File: config.mk
export PLATFORM = sky130hd
export DESIGN_NAME = mem_bus_controller
export DESIGN_NICKNAME = d
export VERILOG_FILES = /design/src/rtl/mem_bus_pkg.sv /design/src/rtl/mem_region_decoder.sv /design/src/rtl/mem_bus_controller.sv
export SDC_FILE = /design/constraint.sdc
export NUM_CORES = 1
export LEC_CHECK = 0
export BUFFER_PORTS_ARGS = -buffer_cell sky130_fd_sc_hd__buf_2
export CAP_MARGIN = 5
export CORE_UTILIZATION = 48
export DETAILED_ROUTE_END_ITERATION = 10
export PLACE_DENSITY = 0.87
export SYNTH_ARGS = -nofsm -noshare
export SYNTH_HDL_FRONTEND = slang
export SYNTH_SLANG_ARGS = --single-unit
File: constraint.sdc
create_clock -name clock -period 4 [get_ports clock]
set_input_delay 0.6 -clock clock [delete_from_list [all_inputs] [get_ports clock]]
set_output_delay 0.6 -clock clock [all_outputs]
set_load 0.03 [all_outputs]
File: src/rtl/mem_bus_pkg.sv
// Shared constants for the memory-bus controller: FSM encoding, wait-counter
// width and the default region map of the ROM / I-O / RAM system.
package mem_bus_pkg;

  // Width of one per-region wait-state field and of the wait counter.
  localparam int WAIT_W = 4;

  // FSM encoding, kept as plain constants so existing code can compare
  // against raw two-bit state values.
  typedef logic [1:0] state_t;
  localparam state_t IDLE   = 2'd0;
  localparam state_t ACCESS = 2'd1;
  localparam state_t RESP   = 2'd2;

  // Default region map: region index of each slave.
  localparam int ROM_REGION = 0;
  localparam int IO_REGION  = 1;
  localparam int RAM_REGION = 2;

  // Number of bits needed to hold a region index (at least one).
  function automatic int idx_width(input int num_regions);
    return (num_regions > 1) ? $clog2(num_regions) : 1;
  endfunction

endpackage

File: src/rtl/mem_region_decoder.sv
// Combinational region decoder: splits a word address into a region index,
// reports whether that region exists, and whether the requested direction is
// allowed there (reads always are, writes only in writable regions).
module mem_region_decoder
  import mem_bus_pkg::*;
#(
  parameter int                     ADDR_WIDTH  = 16,
  parameter int                     REGION_BITS = 5,
  parameter int                     NUM_REGIONS = 3,
  parameter logic [NUM_REGIONS-1:0] WRITABLE    = 3'b110,
  parameter int                     IDX_W       = idx_width(NUM_REGIONS)
) (
  input  logic [ADDR_WIDTH-1:0] address,
  input  logic                  we,
  output logic [IDX_W-1:0]      index,
  output logic                  mapped,
  output logic                  write_ok
);

  localparam int HI_W = ADDR_WIDTH - REGION_BITS;

  logic [HI_W-1:0] region_num;

  assign region_num = address[ADDR_WIDTH-1:REGION_BITS];

  // Match the upper address bits against every mapped region number.
  always_comb begin
    // NOTE: every output gets a default before the loop so no path leaves it
    // unassigned; otherwise synthesis would infer a latch.
    index    = '0;
    mapped   = 1'b0;
    write_ok = 1'b0;
    for (int i = 0; i < NUM_REGIONS; i++) begin
      if (region_num == HI_W'(i)) begin
        index    = IDX_W'(i);
        mapped   = 1'b1;
        write_ok = !we || WRITABLE[i];
      end
    end
  end

endmodule

File: src/rtl/mem_bus_controller.sv
// Memory-bus controller: decodes a CPU word address into one of NUM_REGIONS
// equal-size slave regions, drives a one-hot select for a per-region number
// of wait states, and answers with a one-cycle ready pulse carrying registered
// read data or a bus error for unmapped / write-protected accesses.
module mem_bus_controller
  import mem_bus_pkg::*;
#(
  parameter int                            DATA_WIDTH  = 32,
  parameter int                            ADDR_WIDTH  = 16,
  parameter int                            REGION_BITS = 5,
  parameter int                            NUM_REGIONS = 3,
  parameter logic [NUM_REGIONS*WAIT_W-1:0] WAIT_STATES = {4'd0, 4'd1, 4'd0},
  parameter logic [NUM_REGIONS-1:0]        WRITABLE    = 3'b110
) (
  input  logic                            clock,
  input  logic                            reset_n,
  input  logic                            req,
  input  logic                            we,
  input  logic [ADDR_WIDTH-1:0]           address,
  input  logic [DATA_WIDTH-1:0]           data_in,
  output logic                            ready,
  output logic                            error,
  output logic [DATA_WIDTH-1:0]           data_out,
  output logic [NUM_REGIONS-1:0]          slave_sel,
  output logic [REGION_BITS-1:0]          slave_addr,
  output logic [DATA_WIDTH-1:0]           slave_wdata,
  output logic                            slave_we,
  input  logic [NUM_REGIONS*DATA_WIDTH-1:0] slave_rdata
);

  localparam int IDX_W = idx_width(NUM_REGIONS);

  state_t            state;
  logic [WAIT_W-1:0] wait_cnt;
  logic [IDX_W-1:0]  idx_q;
  logic              we_q;
  logic              err_q;

  logic [IDX_W-1:0]      dec_index;
  logic                  dec_mapped;
  logic                  dec_write_ok;
  logic                  access_ok;
  logic [WAIT_W-1:0]     wait_load;
  logic [DATA_WIDTH-1:0] rdata_sel;
  logic                  final_cycle;

  mem_region_decoder #(
    .ADDR_WIDTH  (ADDR_WIDTH),
    .REGION_BITS (REGION_BITS),
    .NUM_REGIONS (NUM_REGIONS),
    .WRITABLE    (WRITABLE),
    .IDX_W       (IDX_W)
  ) u_decoder (
    .address  (address),
    .we       (we),
    .index    (dec_index),
    .mapped   (dec_mapped),
    .write_ok (dec_write_ok)
  );

  // An access goes to the slave only if the region exists and permits it;
  // everything else is answered directly with an error.
  assign access_ok   = dec_mapped && dec_write_ok;
  assign wait_load   = WAIT_STATES[dec_index*WAIT_W +: WAIT_W];
  assign rdata_sel   = slave_rdata[idx_q*DATA_WIDTH +: DATA_WIDTH];
  assign final_cycle = (state == ACCESS) && (wait_cnt == '0);

  // FSM, wait counter, request latches and the read-data register.
  always_ff @(posedge clock or negedge reset_n) begin
    if (!reset_n) begin
      state       <= IDLE;
      wait_cnt    <= '0;
      idx_q       <= '0;
      we_q        <= 1'b0;
      err_q       <= 1'b0;
      slave_addr  <= '0;
      slave_wdata <= '0;
      data_out    <= '0;
    end else begin
      // NOTE: non-blocking assignments here so every register samples the
      // pre-edge values, independent of statement order.
      case (state)
        IDLE, RESP: begin
          // RESP accepts a new request directly, giving back-to-back
          // transactions without an IDLE bubble.
          if (req) begin
            idx_q       <= dec_index;
            we_q        <= we;
            slave_addr  <= address[REGION_BITS-1:0];
            slave_wdata <= data_in;
            if (access_ok) begin
              state    <= ACCESS;
              wait_cnt <= wait_load;
              err_q    <= 1'b0;
            end else begin
              state    <= RESP;
              wait_cnt <= '0;
              err_q    <= 1'b1;
              if (!we) begin
                data_out <= '0;
              end
            end
          end else begin
            state <= IDLE;
          end
        end
        ACCESS: begin
          // req is ignored here: the latched transaction runs to completion.
          if (wait_cnt != '0) begin
            wait_cnt <= wait_cnt - 1'b1;
          end else begin
            state <= RESP;
            if (!we_q) begin
              data_out <= rdata_sel;
            end
          end
        end
        default: state <= IDLE;
      endcase
    end
  end

  // Handshake outputs decode the state only, so req never reaches them
  // combinationally.
  assign ready = (state == RESP);
  assign error = ready && err_q;

  // Slave strobes: select for the whole access, write only on its last cycle.
  // Both drop immediately on reset because state clears asynchronously.
  always_comb begin
    slave_sel = '0;
    if (state == ACCESS) begin
      slave_sel = NUM_REGIONS'(1) << idx_q;
    end
  end

  assign slave_we = final_cycle && we_q;

endmodule

# Word-level counts from Yosys, hierarchy flattened
# Cells that the tools add are included.
dict set report word_totals {
  output_inout_bits 75
  input_bits 148
  word_cells 60
  reg_bits 79
}
dict set report classes {
  n_addsub 1
  muxes 24
  reduce_logical 14
  eq_ne 10
  shift 3
}
# cell n
set op_table {}
lappend op_table {{two-way mux 32 bit} 5}
lappend op_table {{variable part select 96 x 8 -> 32 bit} 1}
lappend op_table {{case mux 32 bit (2 select lines)} 1}
lappend op_table {{two-way mux 4 bit} 3}
lappend op_table {{inequality test 2 bit (second input constant)} 6}
lappend op_table {{variable part select 12 x 5 -> 4 bit (first input constant)} 1}
lappend op_table {{equality test 11 x 1 -> 1 bit (second input constant)} 1}
lappend op_table {{equality test 11 x 2 -> 1 bit (second input constant)} 1}
lappend op_table {{logical NOT 11 bit} 1}
lappend op_table {{two-way mux 1 bit} 8}
lappend op_table {{two-way mux 2 bit} 4}
lappend op_table {{case mux 4 bit (2 select lines)} 1}
lappend op_table {{AND reduction 6 bit} 1}
lappend op_table {{logical AND 1 bit} 4}
lappend op_table {{logical NOT 4 bit} 1}
lappend op_table {{case mux 2 bit (2 select lines)} 1}
lappend op_table {{nonzero test 4 bit} 1}
lappend op_table {{subtractor 4 x 1 -> 4 bit (second input constant)} 1}
lappend op_table {{two-way mux 3 bit} 1}
lappend op_table {{AND reduction 3 bit} 1}
lappend op_table {{left shift 1 x 2 -> 3 bit (first input constant)} 1}
lappend op_table {{equality test 2 x 1 -> 1 bit (second input constant)} 1}
lappend op_table {{equality test 2 bit (second input constant)} 1}
lappend op_table {{logical NOT 2 bit} 1}
lappend op_table {{4 further kinds} 4}

# Logic depth before layout (Yosys ltp)
# Gate-level depths: netlist of the first run.
dict set report depth {
  ltp_word 8
  ltp_mapped 8
  depth_no_buf 6
}

# Cells and area by module
# From an unflattened synthesis of the first run, not the netlist that was laid out.
dict set report hier_totals {
  cells_unflattened 429
  hier_area_um2 3968.8
}
# module cells_per_inst instances seq_area_each_um2 area_each_um2
set modules_own_cells {}
lappend modules_own_cells {mem_bus_controller 418 1 1976.9 3882.5}
lappend modules_own_cells {mem_region_decoder 11 1 0.0 86.3}

# Worst setup path after synthesis of the first run
# OpenSTA, ideal clock, no wires.
dict set report synth_timing {
  path_kind {reg-to-output}
  start {register idx_q[0]}
  end {output slave_sel[1]}
  path_slack_ns 1.704
  stages_incl_launch_ff 4
  required_time_ns 3.400
  n_path_buf 2
  arrival_time_ns 1.696
  path_cell_list {dfrtp_1 -> buf_2 -> buf_1 -> nor3b_1}
}
dict set report synth_between {
  elab_chain_cells 2
}
# element line_no
set synth_lines {}
lappend synth_lines {{from (decl)} mem_bus_controller.sv:35} ;# logic [IDX_W-1:0] idx_q;
lappend synth_lines {{from (signal assigned)} mem_bus_controller.sv:87} ;# idx_q <= dec_index;
lappend synth_lines {{left shift 1 x 2 -> 3 bit} mem_bus_controller.sv:133} ;# slave_sel = NUM_REGIONS'(1) << idx_q;
lappend synth_lines {{two-way mux 3 bit} mem_bus_controller.sv:132} ;# if (state == ACCESS) begin
lappend synth_lines {{to (decl)} mem_bus_controller.sv:24} ;# output logic [NUM_REGIONS-1:0] slave_sel,
# Every way passes these cells.

# Worst setup path in the final report of the first run
dict set report layout_timing {
  start {register wait_cnt[0]}
  end {register data_out[25]}
}
dict set report layout_between {
  elab_chain_cells 3
}
# element line_no
set layout_lines {}
lappend layout_lines {{from (decl)} mem_bus_controller.sv:34} ;# logic [WAIT_W-1:0] wait_cnt;
lappend layout_lines {{from (signal assigned)} mem_bus_controller.sv:93} ;# wait_cnt <= wait_load;
lappend layout_lines {{from (signal assigned)} mem_bus_controller.sv:110} ;# wait_cnt <= wait_cnt - 1'b1;
lappend layout_lines {{nonzero test 4 bit} mem_bus_controller.sv:109} ;# if (wait_cnt != '0) begin
lappend layout_lines {{inequality test 2 bit (no line)} --}
lappend layout_lines {{AND reduction 6 bit (no line)} --}
lappend layout_lines {{to (signal assigned)} mem_bus_controller.sv:114} ;# data_out <= rdata_sel;
lappend layout_lines {{to (decl)} mem_bus_controller.sv:23} ;# output logic [DATA_WIDTH-1:0] data_out,
# Every way passes these cells.
# A chain may end at the register's enable or synchronous reset.

==> flow_summary_export.csv, run 1 <==
group,metric,value,unit
sta,drv_slew,0,
critical_path,arrival,3120,ps
pwr,internal_power,1.20,mW
clocking,cts_tree,"built",
grt,grt_usage,25.3,%
critical_path,slowest_delay,890,ps
logic_synthesis,ys_warn_count,0,
clocking,root_buffer,"clkbuf_8",
routing,vias_per_cell,5.01,
critical_path,start_kind,"flop",
critical_path,cp_data_required_time,4160,ps
finish,register_area,1980,um2
pwr,p_switching,0.469,mW
sta,fin_skew,14.9,ps
placement,gp_congestion,0.831,
logic_synthesis,ys_ff_latch,79,
placement,numPortBuffers,222,
sta,hold_slack,424,ps
grt,grt_max_degree,80,
critical_path,worstSetupEndpointType,"flop",
finish,multi_input_area,1620,um2
pwr,ir_drop,0.000183,V
finish,fin_util,66.8,%
grt,gr-usage-met1,29.8,%
finish,final_nets,791,
sta,rsz0062_at_grt,"no",
grt,grt.overflow.total,0,
critical_path,path_class,"reg -> reg",
floorplan,die_height,91.7,um
grt,grtUsageMet2,46.6,%
clocking,cts_resized,0,
floorplan,start_util,49.7,%
floorplan,rows,32,
critical_path,path_cells,"inv_1 > ha_1 > or3b_4 > or3_1 > buf_4 > a32oi_4 > o22ai_1",
pwr,pwr-share-clk,31.5,%
sta,hold_viol_final,0,
grt,grtUsageMet3,3.98,%
grt,grt_pass1_wl,16700,um
clocking,ctsLongestPathBuffers,2,
floorplan,dieArea,8410,um2
finish,area_delta_synth_final,34.4,%
sta,fmaxAchievable,337,MHz
logic_synthesis,syn_nets,581,
logic_synthesis,ys_seq_area_share,51.2,%
logic_synthesis,synthDistinctLibCells,33,
pwr,p_per_area,322,nW/um2
finish,antennaDiodeCount,0,
clocking,post_cts_buffers,0,
pwr,switching_share,28.0,%
pwr,combPwrFrac,17.4,%
pwr,seqPwrFrac,51.1,%
logic_synthesis,avgSynthCellArea,8.94,um2
routing,wl_per_cell,13.8,um
outcome,status,"completed",
routing,first_pass_iters,4,
floorplan,die_w,91.7,um
logic_synthesis,postSynthCellCount,432,
routing,num_vias,3750,
routing,drc_errors,0,
job,maxCapViolations,0,
sta,tns,0,ps
min_path,hp-class,"in -> async",
critical_path,regToRegStartpoint,"wait_cnt[0]",
critical_path,crit_start,"wait_cnt[0]",
finish,drive_gt1_share,39.7,%
sta,setup_viol,0,
clocking,path_clk_slew,80,ps
logic_synthesis,netlist_area,3860,um2
grt,busiest_layer,"met2",
grt,antenna_found_initial,0,
clocking,h-tree-depth,3,
placement,place_hpwl,7660,um
grt,first_global_vias,3668,
clocking,clock_sinks,79,
logic_synthesis,synthArstFlopShare,100,%
routing,drtIter0Drc,120,
clocking,ctsHoldBuffers,0,
logic_synthesis,synth-edff-count,0,
clocking,cts_buffers,9,
floorplan,core_area,7770,um2
critical_path,critPathMaxFanout,33,
routing,antenna_left,0,
sta,period_share,74.1,%
pwr,power_leakage,2.82,nW
clocking,clk_latency,330,ps
finish,num-fill-cells,636,
sta,period_minus_slack,2960,ps
sta,slew-limit-headroom,26.9,%
sta,worstMarginPinSlew,1100,ps
floorplan,io_pins,223,
logic_synthesis,ys.flop_type,"dfrtp_1",
critical_path,cp_slowest_cell,"a32oi_4",
routing,wl,10300,um
[power by group through the flow]
stage	sequential [mW]	clock [mW]	combinational, mW
floorplan	0.939	0	0.0830
finish	0.854	0.526	0.291
detailed placement	0.868	0	0.294
global placement	0.868	0	0.286
CTS	0.854	0.542	0.294
global route	0.858	0.574	0.321
[synthesized netlist by cell type, types with 2 or more instances]
cell / count / area (um2)
o21ai_0: 2 / 10.0
and2_1: 2 / 12.5
nor3b_1: 3 / 22.5
nor2b_1: 4 / 25.0
dfrtp_1: 79 / 1980
or4_1: 2 / 15.0
inv_1: 36 / 135
buf_1: 4 / 15.0
buf_6: 2 / 22.5
xor2_1: 2 / 17.5
buf_2: 5 / 25.0
nand4b_1: 2 / 17.5
nor3_1: 4 / 20.0
nor2_1: 34 / 128
o22ai_2: 10 / 125
clkbuf_1: 16 / 60.1
nand3_1: 4 / 20.0
nand2_1: 121 / 454
o22ai_1: 22 / 138
mux2i_1: 32 / 320
a21oi_1: 34 / 170
[registers in the layout, summed over array words and instances, names as in the netlist]
signal / count
slave_addr: 5
we_q: 1
wait_cnt: 4
slave_wdata: 32
idx_q: 2
err_q: 1
state: 2
data_out: 32
[path summary, 6_finish.rpt]
kind / depth (start not counted) / end / slack (ps)
worst min register to register: 2 / slave_wdata[14] / 470
worst min-delay path: 1 / data_out[0] / 420
min in group clock: 3 / slave_wdata[3] / 450
worst max-delay path: 7 / data_out[25] / 1040
worst max register to register: 7 / data_out[25] / 1040
max in group asynchronous: 1 / idx_q[0] / 2910
[kinds of logic after synthesis]
kind of cell / synth area share, %
xor gates and xnor gates: 0.454
muxes: 8.29
and+or+nand+nor: 19.9
AOI/OAI and AO/OA: 12.8
DFF: 51.2
buffers and inverters: 7.06
adders and majority gates: 0.324
[layout make-up]
cell class,instances,share of cell area [%]
clock buffers,13,3.06
clock inverters,3,0.337
inverters,36,2.60
multi-input cells,289,31.3
flip-flops and latches,79,38.1
well taps,102,2.46
repair buffers,227,22.2
[worst max-delay path: cells and delay by family, from the launching register on]
family | cells | cell delay [ps]
fa+ha+maj | 1 | 190
simple gates | 2 | 720
compound gates | 2 | 1090
flops | 1 | 410
buf+inv | 2 | 350
[routing by layer]
layer	vias up	wire [um]
met1	1735	4060
met4	0	156
met5	-	0
li1	1830	-
met2	173	5430
met3	12	703
[placed cells by master (no fill, tap or decap), types with 2 or more instances in the layout]
cell and n:
nand2_1 121, dfrtp_1 78, a21oi_1 34, clkbuf_1 2, nand4b_1 2, nor2b_1 2
or4_1 2, mux2i_1 32, buf_4 6, clkinv_2 2, o21ai_0 2, nor2_1 34
and2_1 2, clkbuf_8 11, nand3_1 4, buf_2 221, o22ai_1 22, o22ai_2 10
nor3b_1 3, nor3_1 4, inv_1 36, xor2_1 2
[stage by stage]
stage	setup slack (ps)	instances	power [mW]	cell area [um2]
floorplan	1700	432	1.02	3860
global placement	1180	733	1.15	5010
detailed placement	1040	733	1.16	5010
CTS	1040	749	1.69	5190
global route	847	749	1.75	5190
finish	1040	749	1.67	5190
No activity file was read; power rests on OpenSTA's default activity.
==> run 2: changes to the inputs <==
CORE_UTILIZATION = 40   (was 48)
PLACE_DENSITY = 0.77   (was 0.87)
clock period = 2.6 ns   (was 4 ns; I/O delays follow)
==> run 2 against run 1 <==
Against the previous run:
- register-to-register slack worse by 580 ps
- non-clock buffer count grew 3
- clock power rose by 100%
- die area increased by 20%
- critical path type is now reg -> out
- largest power group unchanged
==> flow_summary_export.csv, run 2 (same netlist as run 1, synthesis figures left out) <==
group,metric,value,unit
outcome,status,"completed",
placement,dp_slack,476,ps
sta,setup_slack,375,ps
clocking,cts_tree,"built",
routing,first_pass_iters,4,
finish,final_area,5340,um2
critical_path,cp_data_required_time,2210,ps
sta,slew-limit-headroom,51.2,%
finish,final_cell_mix,"221 x buf_2, 121 x nand2_1, 78 x dfrtp_1",
floorplan,io_pins,223,
floorplan,dieArea,10100,um2
finish,area_delta_synth_final,38.3,%
critical_path,path_class,"reg -> out",
clocking,root_buffer,"clkbuf_8",
routing,drtIter0Drc,92,
grt,first_global_vias,3527,
routing,num_vias,3753,
routing,drc_errors,0,
pwr,p_per_area,528,nW/um2
sta,period_share,85.6,%
critical_path,start_kind,"flop",
pwr,ir_drop,0.000273,V
floorplan,rows,35,
placement,place_area,5100,um2
pwr,finalPower,2.82,mW
pwr,power_leakage,2.88,nW
critical_path,path_cells,"inv_1 > ha_1 > nor3b_1 > and3_1 > buf_2",
critical_path,cp_num_buf_inv,2,
grt,grt_usage,20.9,%
grt,grt.overflow.total,0,
sta,tns,0,ps
sta,setup_viol,0,
clocking,h-tree-depth,3,
job,maxCapViolations,0,
critical_path,critical_path.top_delay_family,"simple AND/OR/NAND/NOR gates",
finish,layout_commonest_cell,"buf_2",
placement,place_hpwl,8070,um
clocking,cts_resized,0,
clocking,cts_buffers,9,
sta,hold_slack,28.5,ps
sta,worstMarginPinSlew,731,ps
critical_path,slowest_delay,420,ps
clocking,clock_sinks,79,
routing,antenna_left,0,
critical_path,reg2reg_slack,460,ps
grt,antenna_found_initial,2,
sta,drv_slew,0,
sta,fmaxAchievable,449,MHz
critical_path,arrival,1840,ps
clocking,ctsLongestPathBuffers,2,
critical_path,critPathMaxFanout,4,
routing,vias_per_cell,4.81,
clocking,post_cts_buffers,0,
sta,fin_skew,9.42,ps
routing,wl_per_cell,13.7,um
sta,hold_viol_final,0,
finish,reg_top3,"data_out: 32 flops, slave_wdata: 32 flops, slave_addr: 5 flops",
routing,wl,10700,um
clocking,path_clk_slew,80,ps
finish,final_nets,794,
sta,period_minus_slack,2230,ps
floorplan,start_util,41.6,%
finish,drive_gt1_share,40.3,%
floorplan,die_w,100,um
floorplan,die_height,100,um
grt,grt_max_degree,44,
placement,gp_congestion,0.833,
placement,numPortBuffers,222,
floorplan,core_area,9280,um2
critical_path,worstSetupEndpointType,"primary output",
min_path,hp-class,"in -> async",
clocking,clk_latency,340,ps
clocking,ctsHoldBuffers,0,
critical_path,cp_slowest_cell,"dfrtp_1",
sta,rsz0062_at_grt,"no",
grt,grt_pass1_wl,16300,um
[run 2: cell count changes in the layout (fill, tap and decap cells not counted)]
| cell | before | now |
|---|---|---|
| bufinv_16 | 0 | 2 |
| buf_12 | 0 | 2 |
| diode_2 | 0 | 1 |
| clkbuf_1 | 2 | 0 |
| buf_4 | 6 | 7 |
| clkinv_2 | 2 | 0 |
| clkinv_4 | 0 | 1 |
| clkbuf_8 | 11 | 12 |
[run 2: area by class of cell]
class / count / area [um2]
fill: 860 / 3940
multi-input combinational: 289 / 1620
inverter: 36 / 135
tap: 129 / 161
clock buffer: 12 / 165
sequential: 79 / 1980
clock inverter: 4 / 76.3
timing repair buffer: 230 / 1200
antenna: 1 / 2.50
[run 2: worst reg2reg max path: stages, from the launching register on]
cell     delay (ps)
dfrtp_1         420
inv_1            90
ha_1            170
or3b_4          400
or3_1           370
a32oi_4         210
buf_12          230
o22ai_1         120
[run 2: final timing paths]
kind | from | end | cells after the start
worst max-delay path | wait_cnt[0] | slave_we | 5
worst min-delay path | reset_n | data_out[26] | 1
worst max register to register | wait_cnt[0] | data_out[25] | 7
worst min register to register | slave_wdata[1] | slave_wdata[1] | 2
max in group asynchronous | reset_n | idx_q[0] | 2
min in group clock | data_in[8] | slave_wdata[8] | 3
[run 2: metrics by stage]
step	instances	util, %
3_5_place_dp	763	54.9
3_3_place_gp	763	54.9
2_1_floorplan	432	-
4_1_cts	779	57.5
6_report	780	57.5
5_1_grt	780	57.5
[run 2: metal layers]
| metal | global-route usage [%] | up-vias | routed length [um] |
|---|---|---|---|
| met3 | 5.15 | 24 | 731 |
| li1 | - | 1833 | - |
| met1 | 23.3 | 1746 | 4200 |
| met5 | 0 | - | 13 |
| met2 | 37.4 | 148 | 5360 |
| met4 | 10.0 | 2 | 352 |
[run 2: where the power goes]
group,leakage (nW),internal [mW],switching (mW)
sequential,1.03,1.28,0.0304
combinational,1.73,0.175,0.282
clock,0.119,0.621,0.426
total,2.88,2.08,0.738
